[config.mk]
export PLATFORM = sky130hd
export DESIGN_NAME = updown_counter_param
export DESIGN_NICKNAME = d
export VERILOG_FILES = /design/src/rtl/udc_pkg.sv /design/src/rtl/udc_prescaler.sv /design/src/rtl/updown_counter_param.sv
export SDC_FILE = /design/constraint.sdc
export NUM_CORES = 1
export LEC_CHECK = 0
export CAP_MARGIN = 15
export CORE_AREA = 8 8 45 47
export DETAILED_ROUTE_END_ITERATION = 6
export DIE_AREA = 0 0 53 55
export GPL_TIMING_DRIVEN = 0
export SKIP_CTS_REPAIR_TIMING = 1
export SLEW_MARGIN = 40
export SYNTH_ARGS = -nofsm -noshare
export SYNTH_HDL_FRONTEND = slang
export SYNTH_HIERARCHICAL = 1
export SYNTH_SLANG_ARGS = --single-unit
export TNS_END_PERCENT = 20
[constraint.sdc]
create_clock -name clk -period 2 [get_ports clk]
set_input_delay 0.2 -clock clk [delete_from_list [all_inputs] [get_ports clk]]
set_output_delay 0.2 -clock clk [all_outputs]
set_load 0.005 [all_outputs]
[src/rtl/udc_pkg.sv]
// udc_pkg: shared direction constants and prescaler phase-width helper for updown_counter_param
package udc_pkg;
    localparam logic UDC_UP = 1'b1;
    localparam logic UDC_DN = 1'b0;
    function automatic int udc_phase_w(input int div);
        return div > 1 ? $clog2(div) : 1;
    endfunction
endpackage

[src/rtl/udc_prescaler.sv]
// udc_prescaler: divides enabled cycles by DIV into a one-cycle tick, cleared by clr
module udc_prescaler
    import udc_pkg::*;
#(
    parameter int DIV = 1
) (
    input  logic clk,
    input  logic rst,
    input  logic en,
    input  logic clr,
    output logic tick
);
    if (DIV == 1) begin : g_bypass
        logic unused_ok;
        assign unused_ok = ^{clk, rst, clr};
        assign tick = en;
    end else begin : g_div
        localparam int PW = udc_phase_w(DIV);
        logic [PW-1:0] phase;
        assign tick = en && phase == PW'(DIV - 1);
        always_ff @(posedge clk)
            if (rst || clr) phase <= '0;
            else if (en) phase <= tick ? '0 : phase + PW'(1);
    end
endmodule

[src/rtl/updown_counter_param.sv]
// updown_counter_param: modulo/step/prescaled up-down counter; define UDC_SATURATE_EN to clamp instead of wrap
module updown_counter_param
    import udc_pkg::*;
#(
    parameter int WIDTH   = 4,
    parameter int MAX_VAL = 2**WIDTH - 1,
    parameter int STEP    = 1,
    parameter int DIV     = 1
) (
    input  logic             clk,
    input  logic             rst,
    input  logic             en,
    input  logic             up_down,
    input  logic             load,
    input  logic [WIDTH-1:0] load_val,
    output logic [WIDTH-1:0] count,
    output logic             ovf,
    output logic             unf,
    output logic             at_max,
    output logic             at_min
);
    localparam logic [WIDTH:0] MAXE = (WIDTH + 1)'(MAX_VAL);
    localparam logic [WIDTH:0] STEPE = (WIDTH + 1)'(STEP);
    localparam logic [WIDTH:0] MODE = MAXE + (WIDTH + 1)'(1);
    logic             tick;
    logic [WIDTH:0]   cnt_e, sum;
    logic             over, under;
    logic [WIDTH-1:0] up_val, dn_val, ld_val;
    udc_prescaler #(.DIV(DIV)) u_pre (
        .clk (clk),
        .rst (rst),
        .en  (en),
        .clr (load),
        .tick(tick)
    );
    assign cnt_e = {1'b0, count};
    assign sum   = cnt_e + STEPE;
    assign over  = sum > MAXE;
    assign under = cnt_e < STEPE;
`ifdef UDC_SATURATE_EN
    assign up_val = over ? WIDTH'(MAX_VAL) : sum[WIDTH-1:0];
    assign dn_val = under ? '0 : WIDTH'(cnt_e - STEPE);
`else
    assign up_val = over ? WIDTH'(sum - MODE) : sum[WIDTH-1:0];
    assign dn_val = under ? WIDTH'(cnt_e + MODE - STEPE) : WIDTH'(cnt_e - STEPE);
`endif
    assign ld_val = {1'b0, load_val} > MAXE ? WIDTH'(MAX_VAL) : load_val;
    assign at_max = count == WIDTH'(MAX_VAL);
    assign at_min = count == '0;
    always_ff @(posedge clk)
        if (rst) begin
            count <= '0;
            ovf   <= 1'b0;
            unf   <= 1'b0;
        end else if (load) begin
            count <= ld_val;
            ovf   <= 1'b0;
            unf   <= 1'b0;
        end else begin
            count <= tick ? (up_down == UDC_UP ? up_val : dn_val) : count;
            ovf   <= tick && up_down == UDC_UP && over;
            unf   <= tick && up_down == UDC_DN && under;
        end
endmodule
==> results.yml <==
outcome:
  status: "completed"
floorplan:
  pin_count: 17
  die_area_sq_um: 2920
  die_h_um: 55
  initial_utilization_pct: 32.2
  rows: 14
  die_x_um: 53
  coreArea_sq_um: 1380
critical_path:
  rr_worst_depth: 5
  path_depth: 3
  r2r-start: "count[0]"
  r2r_slack_ps: 350
  crit_slowest_cell: "clkdlybuf4s50_1"
  r2r-end: "count[2]"
  cp_cell_sequence: "ha_1, and3_1, clkdlybuf4s50_1"
  critPathMaxStageDelay_ps: 500
  endpoint_kind: "output port"
  path_max_fanout: 7
  cp.required_ps: 1800
  arrival_ps: 1630
  cp-start-kind: "flip-flop"
  path_class: "reg -> out"
  cpLargestDelayFamily: "buffers and inverters"
  cp_num_buf_inv: 1
synthesis:
  synth-main-ff-cell: "dfxtp_1"
  yosysWarnings: 6
  async_reset_ff_share_pct: 0
  synth.distinct_cells: 28
  ys_ff_latch: 6
  synth_nets: 62
  synth_cells: 49
  netlist_area_sq_um: 445
  synth-edff-count: 0
  postSynthAreaPerCell_sq_um: 9.09
  ys_seq_area_share_pct: 27.0
sta:
  worst_slack_ps: 174
  slew_violations: 0
  fmax_ghz: 0.548
  skew_ps: 2.60
  max-slew-margin-rel_pct: 82.1
  rsz0062_at_grt: "no"
  post-route-period-util_pct: 91.3
  fin_setup_tns_ps: 0
  finalSetupViolCount: 0
  period_minus_slack_ps: 1830
  tightest_slew_ps: 269
  hold_viol: 0
cts:
  numCtsBuffers: 3
  cts_tree: "built"
  clock_sinks: 6
  clockBufferDepth: 2
  cts-root-buf: "clkbuf_4"
  clk_pin_slew_ps: 50
  htreeDepth: 1
  clock_latency_ps: 240
routing:
  drtIter0Drc: 11
  first_pass_iters: 4
  finalWirelength_mm: 1.01
  vias: 418
  drc: 0
  drtAntennaViolNets: 0
  viasPerCell: 5.10
  wire_per_inst_um: 12.4
power_and_ir_drop:
  p_seq_share_pct: 40.1
  intPower_mw: 0.255
  powerDensity_nw_per_um2: 563
  p_switching_mw: 0.0982
  peakVddDrop_uv: 303
  swShare_pct: 27.8
  finalPower_mw: 0.353
  pwr-share-clk_pct: 31.5
  leakagePower_nw: 0.257
  comb_power_share_pct: 28.4
grt:
  grt_use_met1_pct: 8.52
  grt_max_degree: 11
  antenna_found_initial: 0
  grt_busiest_layer: "met2"
  grt_pass1_vias: 361
  use_met3_pct: 4.55
  grt_pass1_wl_mm: 1.52
  gr-usage-all-layers_pct: 7.00
  globalRouteMet2Util_pct: 9.57
  grt-ovfl-total: 0
finish:
  final_cell_mix: "14 x clkdlybuf4s50_1, 6 x inv_1, 6 x dfxtp_1"
  fill_cells: 142
  fin_cells: 82
  layout_commonest_cell: "clkdlybuf4s50_1"
  n_antenna_cell: 0
  nets: 81
  drive_above_1_share_pct: 12.1
  stdcell_area_sq_um: 628
  area_growth_pct: 41.0
placement:
  port_buffers: 14
  place_area_sq_um: 606
  place_ws_ps: 296
  gp_congestion: 0.695
  place_hpwl_um: 816
  placedCellCount: 79
worst_hold_path:
  holdPathEnd: "count[0]"
  holdCritPathClass: "in -> reg"
  hold_path_depth: 2
  worstHoldStart: "rst"
run:
  maxCapViolCount: 0
## layer usage
metal | up-vias | routed length, um | share of wire, %
met4 | 0 | 10 | 0.99
li1 | 211 | - | -
met5 | - | 0 | 0
met1 | 191 | 472 | 47
met3 | 2 | 95 | 9.4
met2 | 14 | 435 | 43
## cell usage after synthesis (2+ instances only)
master   n  area, sq um
and3_1   2         12.5
a21oi_1  3         15.0
nor3b_1  3         22.5
ha_1     4         50.1
nor2_1   3         11.3
inv_1    6         22.5
buf_2    2         10.0
dfxtp_1  6          120
## how the worst max path moves through the flow
stage,start,endpoint,slack [ps]
final,count[0],at_max,170
after global routing,count[0],at_max,90
after CTS,count[0],at_max,170
after detailed placement,up_down,count[2],300
after global placement,up_down,count[2],290
after floorplan,count[0],count[2],470
## state kept, by name, summed over array words and instances (netlist names)
register,cells
count,4
ovf,1
unf,1
## power by group through the flow
| stage | Clock [mW] | Combinational [mW] | Sequential, mW |
|---|---|---|---|
| finish | 0.111 | 0.100 | 0.142 |
| global route | 0.121 | 0.111 | 0.143 |
| CTS | 0.115 | 0.102 | 0.142 |
| detailed placement | 0 | 0.102 | 0.144 |
| global placement | 0 | 0.101 | 0.144 |
| floorplan | 0 | 0.0573 | 0.141 |
## logic make-up (layout without fill, tap and decap cells)
family,Yosys count,count (layout),share of synthesized area [%]
buffers and inverters,9,26,8.99
xor gates and xnor gates,2,2,3.93
and+or+nand+nor,18,18,26.1
DFF,6,6,27.0
adders and majority gates,4,4,11.2
AOI/OAI and AO/OA,8,8,17.1
muxes,2,2,5.62
## worst reg2reg max path: stages (launching register included)
cell and delay, ps:
dfxtp_1 460, inv_1 130, ha_1 230, mux2_4 290, and3_1 170, a311o_1 260
## through the flow
| step | util (%) | hold slack (ps) |
|---|---|---|
| detailed placement | 43.8 | 514 |
| CTS | 45.4 | 264 |
| finish | 45.4 | 262 |
| floorplan | - | 347 |
| global route | 45.4 | 265 |
| global placement | 43.8 | 506 |
## layout make-up
| type | instances | area (sq um) | area share (%) |
|---|---|---|---|
| Timing Repair Buffer | 14 | 140 | 22.3 |
| Sequential cell | 6 | 120 | 19.1 |
| Tap cell | 16 | 20.0 | 3.19 |
| Clock buffer | 3 | 22.5 | 3.59 |
| Inverter | 6 | 22.5 | 3.59 |
| Multi-Input combinational cell | 34 | 285 | 45.4 |
| Buffer | 3 | 17.5 | 2.79 |
No activity file was read; power rests on OpenSTA's default activity.
